`src/rtl/pnser_arb_pkg.sv`:
```
// Shared constants and types for the packetizing-serializer arbiter slice.
// Frame markers are used by the serializer; the arbiter uses the state encoding.
package pnser_pkg;
   localparam logic [3:0] HEADER    = 4'b1101;
   localparam logic [3:0] FOOTER    = 4'b0101;
   localparam int         DW_DEF    = 32;
   localparam int         LW_DEF    = 5;
   localparam int         N_SRC_DEF = 4;

   typedef enum logic [1:0] {
      FILL = 2'b00,
      BUSY = 2'b01
   } arb_state_t;
endpackage

```
`src/rtl/pnser_arb_if.sv`:
```
// Source-request and serializer-load bundle between the arbiter and its environment.
// Handshake: a source holds req/dat/len until its one-cycle gnt; the stage only moves on a ser_ack_i pulse.
interface pnser_arb_if #(
   parameter int N_SRC = pnser_pkg::N_SRC_DEF,
   parameter int DW    = pnser_pkg::DW_DEF,
   parameter int LW    = pnser_pkg::LW_DEF,
   parameter int SW    = $clog2(N_SRC)
);
   import pnser_pkg::*;

   logic [N_SRC-1:0]    src_req_i;
   logic [N_SRC*DW-1:0] src_dat_i;
   logic [N_SRC*LW-1:0] src_len_i;
   logic [N_SRC-1:0]    src_gnt_o;
   logic [DW-1:0]       ser_dat_o;
   logic [LW-1:0]       ser_len_o;
   logic                ser_vld_o;
   logic [SW-1:0]       ser_src_o;
   logic                ser_ack_i;
   logic [15:0]         pkt_cnt_o;
   arb_state_t          dbg_state_o;

   modport master (
      input  src_req_i, src_dat_i, src_len_i, ser_ack_i,
      output src_gnt_o, ser_dat_o, ser_len_o, ser_vld_o, ser_src_o, pkt_cnt_o, dbg_state_o
   );

   modport slave (
      output src_req_i, src_dat_i, src_len_i, ser_ack_i,
      input  src_gnt_o, ser_dat_o, ser_len_o, ser_vld_o, ser_src_o, pkt_cnt_o, dbg_state_o
   );
endinterface

```
`src/rtl/pnser_arb_rr_pick.sv`:
```
// Rotate-priority picker: first requester after i_ptr, wrapping modulo N.
module rr_pick #(
   parameter int N  = 4,
   parameter int SW = 2
) (
   input  logic [N-1:0]  i_req,
   input  logic [SW-1:0] i_ptr,
   output logic [SW-1:0] o_win,
   output logic          o_any
);
   logic [SW-1:0] w_idx;
   logic          w_found;

   always_comb begin
      w_idx   = '0;
      w_found = 1'b0;
      o_win   = '0;
      for (int i = 1; i <= N; i++) begin
         w_idx = SW'((int'(i_ptr) + i) % N);
         if (!w_found && i_req[w_idx]) begin
            o_win   = w_idx;
            w_found = 1'b1;
         end
      end
   end

   assign o_any = w_found;
endmodule

```
`src/rtl/pnser_arb.sv`:
```
// Round-robin arbiter staging one {data,len} word for a shared serializer.
// The stage only changes on the edge closing an ack cycle; filler is staged when nobody requests.
module pnser_arb
   import pnser_pkg::*;
#(
   parameter int N_SRC = 4,
   parameter int DW    = 32,
   parameter int LW    = 5,
   parameter int BURST = 1
) (
   input logic         clk_i,
   input logic         rst_i,
   pnser_arb_if.master bus
);
   localparam int              SW         = $clog2(N_SRC);
   localparam int              BCW        = (BURST > 1) ? $clog2(BURST) : 1;
   localparam logic [BCW-1:0]  BURST_LAST = BCW'(BURST - 1);

   arb_state_t        r_state, w_state_nxt;
   logic [SW-1:0]     r_ptr;
   logic [BCW-1:0]    r_burst;
   logic [DW-1:0]     r_dat;
   logic [LW-1:0]     r_len;
   logic              r_vld;
   logic [SW-1:0]     r_src;
   logic [N_SRC-1:0]  r_gnt;
   logic [15:0]       r_cnt;

   logic [SW-1:0]     w_pick_win;
   logic              w_pick_any;
   logic              w_keep;
   logic              w_grant;
   logic [SW-1:0]     w_win;

   rr_pick #(.N(N_SRC), .SW(SW)) u_pick (
      .i_req (bus.src_req_i),
      .i_ptr (r_ptr),
      .o_win (w_pick_win),
      .o_any (w_pick_any)
   );

   // While BUSY, r_ptr is the owner of the staged word; it may keep the grant for BURST words.
   assign w_keep  = (r_state == BUSY) && bus.src_req_i[r_ptr] && (r_burst != BURST_LAST);
   assign w_grant = w_keep | w_pick_any;
   assign w_win   = w_keep ? r_ptr : w_pick_win;

   always_ff @(posedge clk_i or posedge rst_i) begin
      if (rst_i) r_state <= FILL;
      else       r_state <= w_state_nxt;
   end

   always_comb begin
      w_state_nxt = r_state;
      if (bus.ser_ack_i) w_state_nxt = w_grant ? BUSY : FILL;
   end

   always_ff @(posedge clk_i or posedge rst_i) begin
      if (rst_i) begin
         r_ptr   <= SW'(N_SRC - 1);
         r_burst <= '0;
         r_dat   <= '0;
         r_len   <= '0;
         r_vld   <= 1'b0;
         r_src   <= '0;
         r_gnt   <= '0;
         r_cnt   <= '0;
      end else begin
         r_gnt <= '0;
         if (bus.ser_ack_i) begin
            if (r_state == BUSY) r_cnt <= r_cnt + 16'd1;
            if (w_grant) begin
               r_dat        <= bus.src_dat_i[w_win*DW +: DW];
               r_len        <= bus.src_len_i[w_win*LW +: LW];
               r_vld        <= 1'b1;
               r_src        <= w_win;
               r_gnt[w_win] <= 1'b1;
               r_ptr        <= w_win;
               r_burst      <= w_keep ? r_burst + 1'b1 : '0;
            end else begin
               r_dat   <= '0;
               r_len   <= '0;
               r_vld   <= 1'b0;
               r_src   <= '0;
               r_burst <= '0;
            end
         end
      end
   end

   assign bus.src_gnt_o   = r_gnt;
   assign bus.ser_dat_o   = r_dat;
   assign bus.ser_len_o   = r_len;
   assign bus.ser_vld_o   = r_vld;
   assign bus.ser_src_o   = r_src;
   assign bus.pkt_cnt_o   = r_cnt;
   assign bus.dbg_state_o = r_state;
endmodule

```
`src/flat_wrapper.sv`:
```
// flat-port wrapper written by rule: the top's interface ports become plain ports
module pnser_arb_flat import pnser_pkg::*;
#(
   parameter int N_SRC = 4,
   parameter int DW    = 32,
   parameter int LW    = 5,
   parameter int BURST = 1
)
  (clk_i, rst_i, bus_src_req_i, bus_src_dat_i, bus_src_len_i, bus_ser_ack_i, bus_src_gnt_o, bus_ser_dat_o, bus_ser_len_o, bus_ser_vld_o, bus_ser_src_o, bus_pkt_cnt_o, bus_dbg_state_o);
  pnser_arb_if #(.N_SRC(N_SRC), .DW(DW), .LW(LW)) bus_i ();
  input logic clk_i;
  input logic rst_i;
  input wire logic [$bits(bus_i.src_req_i)-1:0] bus_src_req_i;
  input wire logic [$bits(bus_i.src_dat_i)-1:0] bus_src_dat_i;
  input wire logic [$bits(bus_i.src_len_i)-1:0] bus_src_len_i;
  input wire logic [$bits(bus_i.ser_ack_i)-1:0] bus_ser_ack_i;
  output wire logic [$bits(bus_i.src_gnt_o)-1:0] bus_src_gnt_o;
  output wire logic [$bits(bus_i.ser_dat_o)-1:0] bus_ser_dat_o;
  output wire logic [$bits(bus_i.ser_len_o)-1:0] bus_ser_len_o;
  output wire logic [$bits(bus_i.ser_vld_o)-1:0] bus_ser_vld_o;
  output wire logic [$bits(bus_i.ser_src_o)-1:0] bus_ser_src_o;
  output wire logic [$bits(bus_i.pkt_cnt_o)-1:0] bus_pkt_cnt_o;
  output wire logic [$bits(bus_i.dbg_state_o)-1:0] bus_dbg_state_o;
  assign bus_i.src_req_i = bus_src_req_i;
  assign bus_i.src_dat_i = bus_src_dat_i;
  assign bus_i.src_len_i = bus_src_len_i;
  assign bus_i.ser_ack_i = bus_ser_ack_i;
  assign bus_src_gnt_o = bus_i.src_gnt_o;
  assign bus_ser_dat_o = bus_i.ser_dat_o;
  assign bus_ser_len_o = bus_i.ser_len_o;
  assign bus_ser_vld_o = bus_i.ser_vld_o;
  assign bus_ser_src_o = bus_i.ser_src_o;
  assign bus_pkt_cnt_o = bus_i.pkt_cnt_o;
  assign bus_dbg_state_o = bus_i.dbg_state_o;
  pnser_arb #(.N_SRC(N_SRC), .DW(DW), .LW(LW), .BURST(BURST)) u_core (.clk_i(clk_i), .rst_i(rst_i), .bus(bus_i));
endmodule
```
`config.mk`:
```
export PLATFORM = sky130hd
export DESIGN_NAME = pnser_arb_flat
export DESIGN_NICKNAME = d
export VERILOG_FILES = /design/src/rtl/pnser_arb_pkg.sv /design/src/rtl/pnser_arb_if.sv /design/src/rtl/pnser_arb_rr_pick.sv /design/src/rtl/pnser_arb.sv /design/src/flat_wrapper.sv
export SDC_FILE = /design/constraint.sdc
export NUM_CORES = 1
export LEC_CHECK = 0
export ABC_AREA = 1
export CAP_MARGIN = 20
export CORE_ASPECT_RATIO = 2
export CORE_UTILIZATION = 35
export CTS_BUF_LIST = sky130_fd_sc_hd__clkbuf_4
export DETAILED_ROUTE_END_ITERATION = 8
export PLACE_DENSITY = 0.7
export RECOVER_POWER = 100
export SETUP_SLACK_MARGIN = 0.1
export SLEW_MARGIN = 10
export SYNTH_ARGS = -nofsm -noshare
export SYNTH_HDL_FRONTEND = slang
export SYNTH_HIERARCHICAL = 1
export SYNTH_SLANG_ARGS = --single-unit
```
`constraint.sdc`:
```
create_clock -name clk_i -period 2.35 [get_ports clk_i]
set_input_delay 0.705 -clock clk_i [delete_from_list [all_inputs] [get_ports clk_i]]
set_output_delay 0.705 -clock clk_i [all_outputs]
set_load 0.01 [all_outputs]
```
==> flow_summary.ini <==
[layout]
layout-drive-gt1-share_pct = 16.18
final_nets = 1115
finalCoreUtilization_pct = 59.84
area_growth_pct = 66.91

[sta]
slew_headroom_pct = 42.54
hold_ws_ns = 0.4805
hold_violations = 0
setup_ws_ns = 0.03068
slew_viol_final = 0
clock.fmax_mhz = 431.2
fin_crit_ns = 2.319
worst_slew_pin_slew_ns = 0.8573
rsz0062_at_grt = yes
clock_skew_ns = 0.01221
setup_viol = 0
timing.final.crit_share_pct = 98.69

[yosys]
synth-edff-count = 0
synth_seq_area_share_pct = 33.90
synth_area_per_cell_sq_um = 6.598
synth_top_family_by_area = simple AND/OR/NAND/NOR gates
synth_area_sq_um = 4658
yosysMostFrequentCell = nand2_1
yosys_register_bits = 63
synth-compound-area-share_pct = 0.9938
synth_top_area_share_pct = 32.77
async_flop_share_pct = 100.0
synth_mux_area_share_pct = 0
yosys_warnings = 6
synthAdderAreaFrac_pct = 0.2686
synth_cells = 706
synthFlopType = dfrtp_1
synth_cell_types = 29
synth.net_count = 862
synthTopCellsByCount = nand2_1 (386), nand3_1 (98), dfrtp_1 (61)
yosys.area_share.simple_pct = 53.59
synth_area_leaders = dfrtp_1 (33%), nand2_1 (31%), nand3_1 (11%), nand3_2 (6.9%), buf_2 (2.3%)
synthXorXnorAreaFrac_pct = 2.632
synth.largest_area_cell = dfrtp_1

[critical_path]
crit_arrival_ns = 2.63
rrSetupSlack_ns = 0.03
crit_top_cell = nand2_1
r2r_start = u_core/r_ptr[0]
crit_fanout = 9
max_stage_delay_ns = 0.62
start_kind = register
critPathKind = register to register
worst-path-buf-inv = 5
r2r_cells = 18
crit_path_top_delay_cell = dfstp_2
required_ns = 2.66
crit_chain = buf_12 > buf_4 > nand2_1 > nand3_2 > nand2_1 > nor2_1 > a21oi_2 > nand3_2 > nand2_4 > buf_4 > buf_12 > buf_16 > nand3_1 > nand2_1 > nand2_1 > nand2_1 > nand2_1 > nand2_1
critPathTopFamily = simple AND/OR/NAND/NOR gates
cp-end-kind = register
rr_endpoint = u_core/bus.ser_dat_o[18]

[global_routing]
grt_overflow = 0
grt_antenna_before_repair = 2
grt.total_usage_pct = 26.72
grt_pass1_wl_microns = 28620
grt_pass1_vias = 5579
grt_max_degree = 40

[routing]
ant_nets = 0
drtPass1Iterations = 4
drt_iter0_drc = 323
wl_microns = 18380
viasPerCell = 4.958
vias = 5543
wire_per_inst_microns = 16.44
drc = 0

[place]
hpwl_microns = 12800
post-place-ws_ns = -0.4598
place.gp.congestion = 0.9177
port_buffers = 215

[cts]
cts_tree = done
root_buffer = clkbuf_4
htreeDepth = 3
cts-hold-fix-buffers = 0
cts_buffers = 9
insertion_delay_ns = 0.41
clkSinkCount = 63
cts.clk_slew.worst_paths_ns = 0.11
cts.path.max_buffers = 2

[job]
max_cap_viol_count = 0

[outcome]
status = complete, no violations

[floorplan]
core_area_sq_um = 12990
dieArea_sq_um = 13800
start_util_pct = 35.85
rows = 59
ios = 217
die_w_microns = 83.58
die_y_microns = 165.2

[power_and_ir_drop]
vdd_drop_max_mv = 1.031
power.total_w = 0.01282
p_per_area_nw_per_um2 = 1648
p_leak_nw = 4.075

[worst_hold_path]
holdPathStages = 2
min_from = u_core/bus.ser_dat_o[27]
holdPathEnd = u_core/bus.ser_dat_o[27]
hp-class = register to register
## worst max path at each step
stage | startpoint | end | cells after the start
final | u_core/r_ptr[0] | u_core/bus.ser_dat_o[18] | 18
after floorplan | u_core/r_ptr[0] | u_core/bus.ser_dat_o[26] | 17
after detailed placement | bus_src_req_i[3] | u_core/bus.ser_dat_o[13] | 16
after global placement | bus_src_req_i[3] | u_core/bus.src_gnt_o[3] | 15
after global routing | u_core/r_ptr[0] | u_core/bus.ser_dat_o[1] | 18
after CTS | u_core/r_ptr[0] | u_core/bus.ser_dat_o[13] | 18
## worst register-to-register path, stage by stage, from the launching register on
cell and delay, ns:
dfstp_2 0.62, buf_12 0.13, buf_4 0.12, nand2_1 0.07
nand3_2 0.09, nand2_1 0.06, nor2_1 0.11, a21oi_2 0.07
nand3_2 0.10, nand2_4 0.09, buf_4 0.16, buf_12 0.13
buf_16 0.14, nand3_1 0.06, nand2_1 0.06, nand2_1 0.06
nand2_1 0.05, nand2_1 0.05, nand2_1 0.05
## area by class of cell
type | count | area (sq um)
diodes | 2 | 5.005
clock buffers | 9 | 67.56
clock inverters | 7 | 40.04
fillers | 1192 | 5218
inverters | 22 | 86.33
multi-input cells | 576 | 2765
flip-flops and latches | 63 | 1579
well taps | 152 | 190.2
repair buffers | 287 | 3042
## placed cells by master, fill, tap and decap left out, types with 5 or more instances in the layout
cell	count
inv_1	16
clkinv_2	5
nand3_2	37
xnor2_1	7
buf_4	34
nand2_1	377
nor2_1	13
dlygate4sd3_1	63
buf_16	7
clkdlybuf4s50_1	148
dfrtp_1	61
buf_12	17
clkbuf_4	17
xor2_1	7
nand2_2	14
nand3_1	93
## registers in the layout, indices dropped and copies added, names as in the netlist
signal                  flops
u_core/bus.dbg_state_o      1
u_core/bus.pkt_cnt_o       16
u_core/bus.ser_dat_o       32
u_core/bus.ser_len_o        5
u_core/bus.ser_src_o        2
u_core/bus.src_gnt_o        4
u_core/r_burst              1
u_core/r_ptr                2
## report_power, final
part / total [W] / switching [W] / internal [W]
logic: 0.0104 / 0.00552 / 0.00490
registers: 0.00177 / 0.000263 / 0.00151
clock network: 0.000623 / 0.000415 / 0.000207
## logic make-up (layout without fill, tap and decap cells)
logic type,after synthesis,in the layout
other,1,3
AND/OR/NAND/NOR,552,552
flip-flops,63,63
buffers and inverters,67,325
adder cells (fa/ha/maj),1,1
AO/OA/AOI/OAI,8,8
XOR/XNOR,14,14
## through the flow
| stage | setup TNS, ns | area, sq um | std cells |
|---|---|---|---|
| after floorplan | 0 | 4662 | 706 |
| after global routing | -3.171 | 7775 | 1118 |
| after global placement | -16.94 | 7221 | 1075 |
| final | 0 | 7775 | 1118 |
| after CTS | 0 | 7775 | 1115 |
| after detailed placement | -18.26 | 7221 | 1075 |
## what timing repair did
item | in CTS | in global routing
buffers inserted | 17 | 1
endpoints found under the hold margin | 0 | 0
gates resized for setup | 32 | 4
endpoints found under the setup margin | 41 | 45
cloned | 7 | 0
pin swaps | 11 | 3
## layer usage
metal  GRT usage [%]  vias up  part of all wire [%]
met5               0        -                     0
met1           28.04     2573                    37
li1                -     2752                     -
met2           52.66      182                    56
met3           3.181       36                   3.9
met4           11.33        0                   3.0
Power figures use the tool's default switching activity.
